<file path="config.mk">
export PLATFORM = sky130hd
export DESIGN_NAME = shift_packer
export DESIGN_NICKNAME = d
export VERILOG_FILES = /design/src/rtl/shift_packer_pkg.sv /design/src/rtl/shift_packer.sv
export SDC_FILE = /design/constraint.sdc
export NUM_CORES = 1
export LEC_CHECK = 0
export BUFFER_PORTS_ARGS = -buffer_cell sky130_fd_sc_hd__clkbuf_2
export CAP_MARGIN = 20
export CORE_ASPECT_RATIO = 1.75
export CORE_UTILIZATION = 42
export CTS_BUF_LIST = sky130_fd_sc_hd__clkbuf_4
export DETAILED_ROUTE_END_ITERATION = 8
export PLACE_DENSITY = 0.65
export SYNTH_ARGS = -nofsm -noshare
export SYNTH_HDL_FRONTEND = slang
export SYNTH_SLANG_ARGS = --single-unit
</file>
<file path="constraint.sdc">
create_clock -name clock -period 3.4 [get_ports clock]
set_clock_uncertainty 0.15 [all_clocks]
set_input_delay 0.68 -clock clock [delete_from_list [all_inputs] [get_ports clock]]
set_output_delay 0.68 -clock clock [all_outputs]
set_load 0.05 [all_outputs]
</file>
<file path="src/rtl/shift_packer_pkg.sv">
// Shared types for the word packer: the two-state handshake FSM encoding.
package shift_packer_pkg;

   typedef enum logic {
      FILL = 1'b0,
      HOLD = 1'b1
   } pack_state_t;

endpackage

</file>
<file path="src/rtl/shift_packer.sv">
// Serial-to-parallel packer: collects IN_W-bit words into N_WORDS-word beats.
// The first word of a beat lands in the most significant occupied slot, and a
// flush emits a partial beat right-aligned with the unused upper bits zero.
module shift_packer
   import shift_packer_pkg::*;
#(
   parameter int IN_W    = 8,
   parameter int N_WORDS = 16,
   localparam int OUT_W  = IN_W * N_WORDS,
   localparam int CNT_W  = $clog2(N_WORDS + 1)
) (
   input  logic             clock,
   input  logic             rst_n,
   input  logic [IN_W-1:0]  in_data,
   input  logic             in_valid,
   output logic             in_ready,
   input  logic             flush,
   output logic [OUT_W-1:0] out_data,
   output logic [CNT_W-1:0] out_count,
   output logic             out_valid,
   input  logic             out_ready
);

   pack_state_t      state;
   logic [OUT_W-1:0] sreg;
   logic [CNT_W-1:0] count;

   logic             accept;
   logic [OUT_W-1:0] sreg_next;
   logic [CNT_W-1:0] count_next;
   logic             emit;

   // Handshake and next-beat contents: what the shifter and counter would hold
   // after this cycle's accept, and whether that closes the beat.
   always_comb begin
      in_ready   = (state == FILL) || out_ready;
      accept     = in_valid && in_ready;
      sreg_next  = accept ? {sreg[OUT_W-IN_W-1:0], in_data} : sreg;
      count_next = accept ? count + CNT_W'(1) : count;
      emit       = (count_next == CNT_W'(N_WORDS)) ||
                   (flush && (count_next != '0));
   end

   // FSM, shift register, word counter and registered beat outputs.
   always_ff @(posedge clock) begin
      if (!rst_n) begin
         state     <= FILL;
         sreg      <= '0;
         count     <= '0;
         out_data  <= '0;
         out_count <= '0;
         out_valid <= 1'b0;
      end else begin
         case (state)
            FILL: begin
               if (emit) begin
                  state     <= HOLD;
                  out_data  <= sreg_next;
                  out_count <= count_next;
                  out_valid <= 1'b1;
                  sreg      <= '0;
                  count     <= '0;
               end else begin
                  sreg  <= sreg_next;
                  count <= count_next;
               end
            end
            HOLD: begin
               // Flush is ignored here; a word accepted during the handshake
               // starts the next beat so the input stream sees no bubble.
               if (out_ready) begin
                  state     <= FILL;
                  out_valid <= 1'b0;
                  sreg      <= '0;
                  count     <= '0;
                  if (accept) begin
                     sreg[IN_W-1:0] <= in_data;
                     count          <= CNT_W'(1);
                  end
               end
            end
            default: state <= FILL;
         endcase
      end
   end

endmodule

</file>
==> impl_metrics.json, run 1 <==
{
  "synth_top_area_share_pct": 51.1,
  "worstPathRequired_ps": 3900,
  "synth_fp_nets": 1126,
  "setup_ws_ps": 447,
  "antenna_left": 0,
  "slew_viol_final": 0,
  "dieArea_um2": 25700,
  "worstSetupStartpoint": "count[0]$_SDFFE_PN0N_",
  "yosys_register_bits": 268,
  "drc": 0,
  "syn_inst": 1112,
  "io_pins": 148,
  "gp_congestion": 0.753,
  "nFillCells": 2367,
  "worstMarginPinSlew_ps": 735,
  "yosysWarnings": 0,
  "final_nets": 1253,
  "postCtsHoldBufs": 0,
  "clock_latency_ps": 720,
  "numPortBuffers": 147,
  "grt_usage_pct": 21.1,
  "rows": 76,
  "synth_area_leaders": "dfxtp_1, o211a_1, a22o_1, nand2_1, nand3_1",
  "hold_path.class": "in -> reg",
  "clock_sinks": 268,
  "hpwlAfterDp_um": 16700,
  "antenna_found_initial": 2,
  "wl_um": 27000,
  "critical_path_arrival_ps": 3450,
  "avgSynthCellArea_um2": 9.44,
  "cts_buffers": 60,
  "timing.final.crit_share_pct": 86.8,
  "setup_tns_ps": 0,
  "critPathKind": "reg -> reg",
  "place_worst_setup_slack_ps": 72.2,
  "grt_pass1_vias": 8306,
  "dr_total_vias": 8844,
  "viasPerCell": 5.52,
  "drive_above_1_share_pct": 21.5,
  "grt_pass1_wl_um": 43100,
  "h-tree-depth": 2,
  "die_height_um": 211,
  "clock.fmax_mhz": 339,
  "area_delta_synth_final_pct": 16.3,
  "relSlewSlack_pct": 51.0,
  "endpoint_kind": "flip-flop",
  "r2r_cells": 9,
  "post_drt_wl_per_cell_um": 16.8,
  "postCtsSetupBuffers": 0,
  "reg2reg_from": "count[0]$_SDFFE_PN0N_",
  "initial_core_util_pct": 42.6,
  "grt_max_degree": 109,
  "crit_path_max_fanout": 66,
  "initialDrtViolationCount": 618,
  "power_density_nw_per_um2": 695,
  "grt-ovfl-total": 0,
  "vdd_drop_max_uv": 322,
  "worst_setup_path_start_kind": "flip-flop",
  "clk_path_buf_depth": 3,
  "root_buffer": "clkbuf_4",
  "cts_resized": 0,
  "synth_largest_area_cell": "dfxtp_1",
  "ys_seq_area_share_pct": 51.1,
  "hold_violations": 0,
  "timing.final.crit_period_ps": 2950,
  "hold_depth": 3,
  "firstDrtPassIters": 5,
  "finalSetupViolCount": 0,
  "maxCapViolations": 0,
  "p_leak_nw": 6.09,
  "path_clk_slew_ps": 80,
  "hp-start": "in_valid",
  "ys_types": 32,
  "fp.dieW_um": 122,
  "syn_area_um2": 10500,
  "coreArea_um2": 24600,
  "grt_setup_unrepaired": "no",
  "status": "completed",
  "cts_tree": "yes"
}
-- worst paths after layout --
check,endpoint,slack [ps]
setup / recovery,sreg[112]$_SDFFE_PN0N_,450
hold / removal,count[0]$_SDFFE_PN0N_,170
setup reg to reg,sreg[112]$_SDFFE_PN0N_,450
hold reg to reg,out_count[2]$_SDFFE_PN0P_,330
-- area by class of cell --
class,count,area [um2],area share (%)
inverter,2,7.51,0.0614
clock buffer,88,661,5.41
sequential,268,5370,43.9
antenna,1,2.50,0.0205
tap,312,390,3.20
timing repair buffer,174,1090,8.93
multi-input combinational,733,4600,37.7
clock inverter,25,96.3,0.789
-- report_power, final --
| part | switching [W] | internal [W] |
|---|---|---|
| clock | 0.00123 | 0.00119 |
| sequential | 0.000196 | 0.00344 |
| combinational | 0.00179 | 0.000639 |
-- logic make-up after synthesis --
logic type      Yosys count  synth area share (%)
simple gates            431                  17.5
compound gates          297                  25.6
flops                   268                  51.1
buf+inv                 111                  5.35
xor+xnor                  3                 0.250
mux                       1                0.0953
fa+ha+maj                 1                 0.119
-- critical path: stages, from the launching register on --
cell and delay [ps]:
dfxtp_1 480, ha_1 220, nand2_1 100, nor3_1 290
a211oi_2 90, a21oi_1 380, o21bai_2 160, nor2_4 130
buf_4 590, a22o_1 260
-- sequential cells by signal, summed over array words and instances (netlist names) --
| signal | cells |
|---|---|
| out_valid | 1 |
| sreg | 128 |
| out_count | 5 |
| count | 5 |
| out_data | 128 |
| state | 1 |
-- cells in the final DEF (no fill, tap or decap), types with 3 or more instances in the layout --
| cell type | n |
|---|---|
| nand2_1 | 275 |
| dfxtp_1 | 268 |
| clkbuf_2 | 146 |
| o211a_1 | 132 |
| nand3_1 | 131 |
| a22o_1 | 121 |
| clkbuf_4 | 88 |
| clkinv_1 | 21 |
| buf_4 | 16 |
| buf_12 | 12 |
| o21ai_0 | 11 |
| o211ai_1 | 10 |
| and2_1 | 10 |
| a22oi_1 | 8 |
| a21oi_1 | 4 |
| inv_2 | 3 |
| and3_1 | 3 |
| o21a_1 | 3 |
-- synthesized netlist by cell type --
cell	number
nor2_1	3
and3_1	3
a22oi_1	8
o21a_1	4
clkbuf_1	51
a211o_1	1
a22o_1	121
nand2_1	276
xnor2_1	2
inv_1	1
o31ai_1	1
and2_1	11
o21ai_0	11
o211a_1	132
buf_2	29
nor3_1	3
nand4b_1	2
o211ai_1	10
nor2b_1	1
buf_4	29
dfxtp_1	268
ha_1	1
a21oi_1	4
xor2_1	1
o41ai_1	1
o21bai_2	1
a211oi_2	1
or3b_2	1
a31o_2	2
mux2i_1	1
inv_2	1
nand3_1	131
-- through the flow --
stage / total power [W] / std cells / util (%) / instance area (um2) / hold WS (ps)
2_1_floorplan: 0.00554 / 1112 / - / 10500 / 292
3_3_place_gp: 0.00614 / 1489 / 46.5 / 11500 / 307
3_5_place_dp: 0.00616 / 1489 / 46.5 / 11500 / 306
4_1_cts: 0.00860 / 1602 / 49.6 / 12200 / 106
5_1_grt: 0.00893 / 1603 / 49.6 / 12200 / 124
6_report: 0.00849 / 1603 / 49.6 / 12200 / 168
-- routing by layer --
metal | GRT usage, % | vias up | routed length [um] | part of all wire [%]
met1 | 25.8 | 4257 | 11200 | 41
met4 | 10.0 | 2 | 898 | 3.3
met5 | 0 | - | 12 | 0.044
met3 | 4.21 | 55 | 1250 | 4.6
li1 | - | 4298 | - | -
met2 | 34.9 | 232 | 13700 | 51
Note: power is estimated with default switching activity, not from simulation.
==> run 2: changes to the inputs <==
==> constraint.sdc (replaced) <==
create_clock -name clock -period 3.4 [get_ports clock]
set_clock_uncertainty 0.15 [all_clocks]
set_input_delay 0 -clock clock [delete_from_list [all_inputs] [get_ports clock]]
set_output_delay 0 -clock clock [all_outputs]
set_load 0.05 [all_outputs]
==> impl_metrics.json, run 2 (synthesis gave the netlist of run 1 again) <==
{
  "status": "completed",
  "post_drt_wl_per_cell_um": 16.9,
  "final_cell_mix": "nand2_1, dfxtp_1, clkbuf_2",
  "layout_commonest_cell": "nand2_1",
  "top_regs": "out_data x128, sreg x128",
  "dieArea_um2": 25700,
  "clock.fmax_mhz": 311,
  "clk_path_buf_depth": 3,
  "vdd_drop_max_uv": 398,
  "critical_path_arrival_ps": 3640,
  "timing.final.crit_period_ps": 3210,
  "die_height_um": 211,
  "pwr-share-seq_pct": 42.0,
  "critPathKind": "reg -> reg",
  "endpoint_kind": "flip-flop",
  "hold_violations": 0,
  "p_sw_share_pct": 37.1,
  "nFillCells": 2306,
  "grt_setup_unrepaired": "no",
  "drc": 0,
  "hpwlAfterDp_um": 16300,
  "worst_hold_slack_ps": 115,
  "cts_buffers": 66,
  "firstDrtPassIters": 8,
  "io_pins": 148,
  "viasPerCell": 5.51,
  "p_leak_nw": 6.16,
  "crit_path_max_fanout": 56,
  "numPortBuffers": 147,
  "p_clk_share_pct": 30.2,
  "slew_viol_final": 0,
  "cts_tree": "yes",
  "relSlewSlack_pct": 53.2,
  "hold_path.class": "in -> reg",
  "postCtsSetupBuffers": 0,
  "worst_setup_path_start_kind": "flip-flop",
  "dr_total_vias": 8843,
  "h-tree-depth": 3,
  "path_clk_slew_ps": 70,
  "drive_above_1_share_pct": 21.5,
  "worstPathRequired_ps": 3820,
  "grt_max_degree": 112,
  "timing.final.crit_share_pct": 94.5,
  "maxCapViolations": 0,
  "worstMarginPinSlew_ps": 702,
  "wl_um": 27100,
  "grt_usage_pct": 21.2,
  "antenna_found_initial": 2,
  "rows": 76,
  "grt-ovfl-total": 0,
  "setup_tns_ps": 0,
  "gp_congestion": 0.768,
  "root_buffer": "clkbuf_4",
  "initial_core_util_pct": 42.6,
  "final_nets": 1270,
  "area_delta_synth_final_pct": 17.4,
  "fin_total_pwr_w": 0.00865,
  "coreArea_um2": 24600,
  "clock_sinks": 268,
  "initialDrtViolationCount": 569,
  "grt_pass1_vias": 8354,
  "finalSetupViolCount": 0,
  "p_int_w": 0.00544,
  "grt_pass1_wl_um": 43300,
  "switchingPower_w": 0.00320,
  "fp.dieW_um": 122,
  "combPwrFrac_pct": 27.8,
  "clock_latency_ps": 690,
  "power_density_nw_per_um2": 702,
  "antenna_left": 0
}
-- run 2: layout make-up --
class | instances | area (um2) | share of cell area, %
flip-flops and latches | 268 | 5370 | 43.5
multi-input cells | 733 | 4610 | 37.4
diodes | 3 | 7.51 | 0.0609
repair buffers | 185 | 1160 | 9.45
clock buffers | 93 | 698 | 5.66
clock inverters | 8 | 82.6 | 0.670
well taps | 312 | 390 | 3.17
inverters | 2 | 7.51 | 0.0609
-- run 2: power groups by stage --
stage | logic [W] | registers (W) | clock network (W)
5_1_grt | 0.00256 | 0.00367 | 0.00285
3_5_place_dp | 0.00238 | 0.00371 | 0
6_report | 0.00240 | 0.00364 | 0.00261
2_1_floorplan | 0.000898 | 0.00464 | 0
4_1_cts | 0.00240 | 0.00364 | 0.00270
3_3_place_gp | 0.00236 | 0.00371 | 0
-- run 2: repair_timing --
action / in CTS / in global routing
gates resized for setup: 0 / 2
setup endpoints to repair: 0 / 2
hold buffers: 18 / 0
endpoints found under the hold margin: 63 / 0
-- run 2: worst paths after layout --
check	start	to	slack, ps	depth (start not counted)
worst max-delay path	count[0]$_SDFFE_PN0N_	out_data[3]$_SDFFE_PN0P_	190	10
worst min-delay path	in_data[6]	out_data[6]$_SDFFE_PN0P_	110	5
worst max register to register	count[0]$_SDFFE_PN0N_	out_data[3]$_SDFFE_PN0P_	190	10
worst min register to register	sreg[127]$_SDFFE_PN0N_	sreg[127]$_SDFFE_PN0N_	330	1
-- run 2: stage by stage --
stage                     area [um2]  utilization, %  instances  setup slack (ps)
after global routing           12300            50.0       1603              5.10
after CTS                      12300            49.9       1600              63.7
after global placement         11300            46.0       1481               466
after detailed placement       11300            46.0       1481               368
after floorplan                10500               -       1112               713
final                          12300            50.1       1604               186
-- run 2: worst max-delay path, cell delays in order (launching register included) --
cell	delay (ps)
dfxtp_1	460
ha_1	220
nand2_1	120
o21a_1	220
a211oi_2	230
a21oi_1	200
nor3_4	330
clkbuf_16	330
nand3_1	120
o211a_1	150
dlygate4sd3_1	550
-- run 2: layer usage --
metal,global-route usage (%),share of wire (%)
met2,35.4,51
met3,4.45,4.2
met1,25.6,42
met4,10.3,3.0
met5,0,0
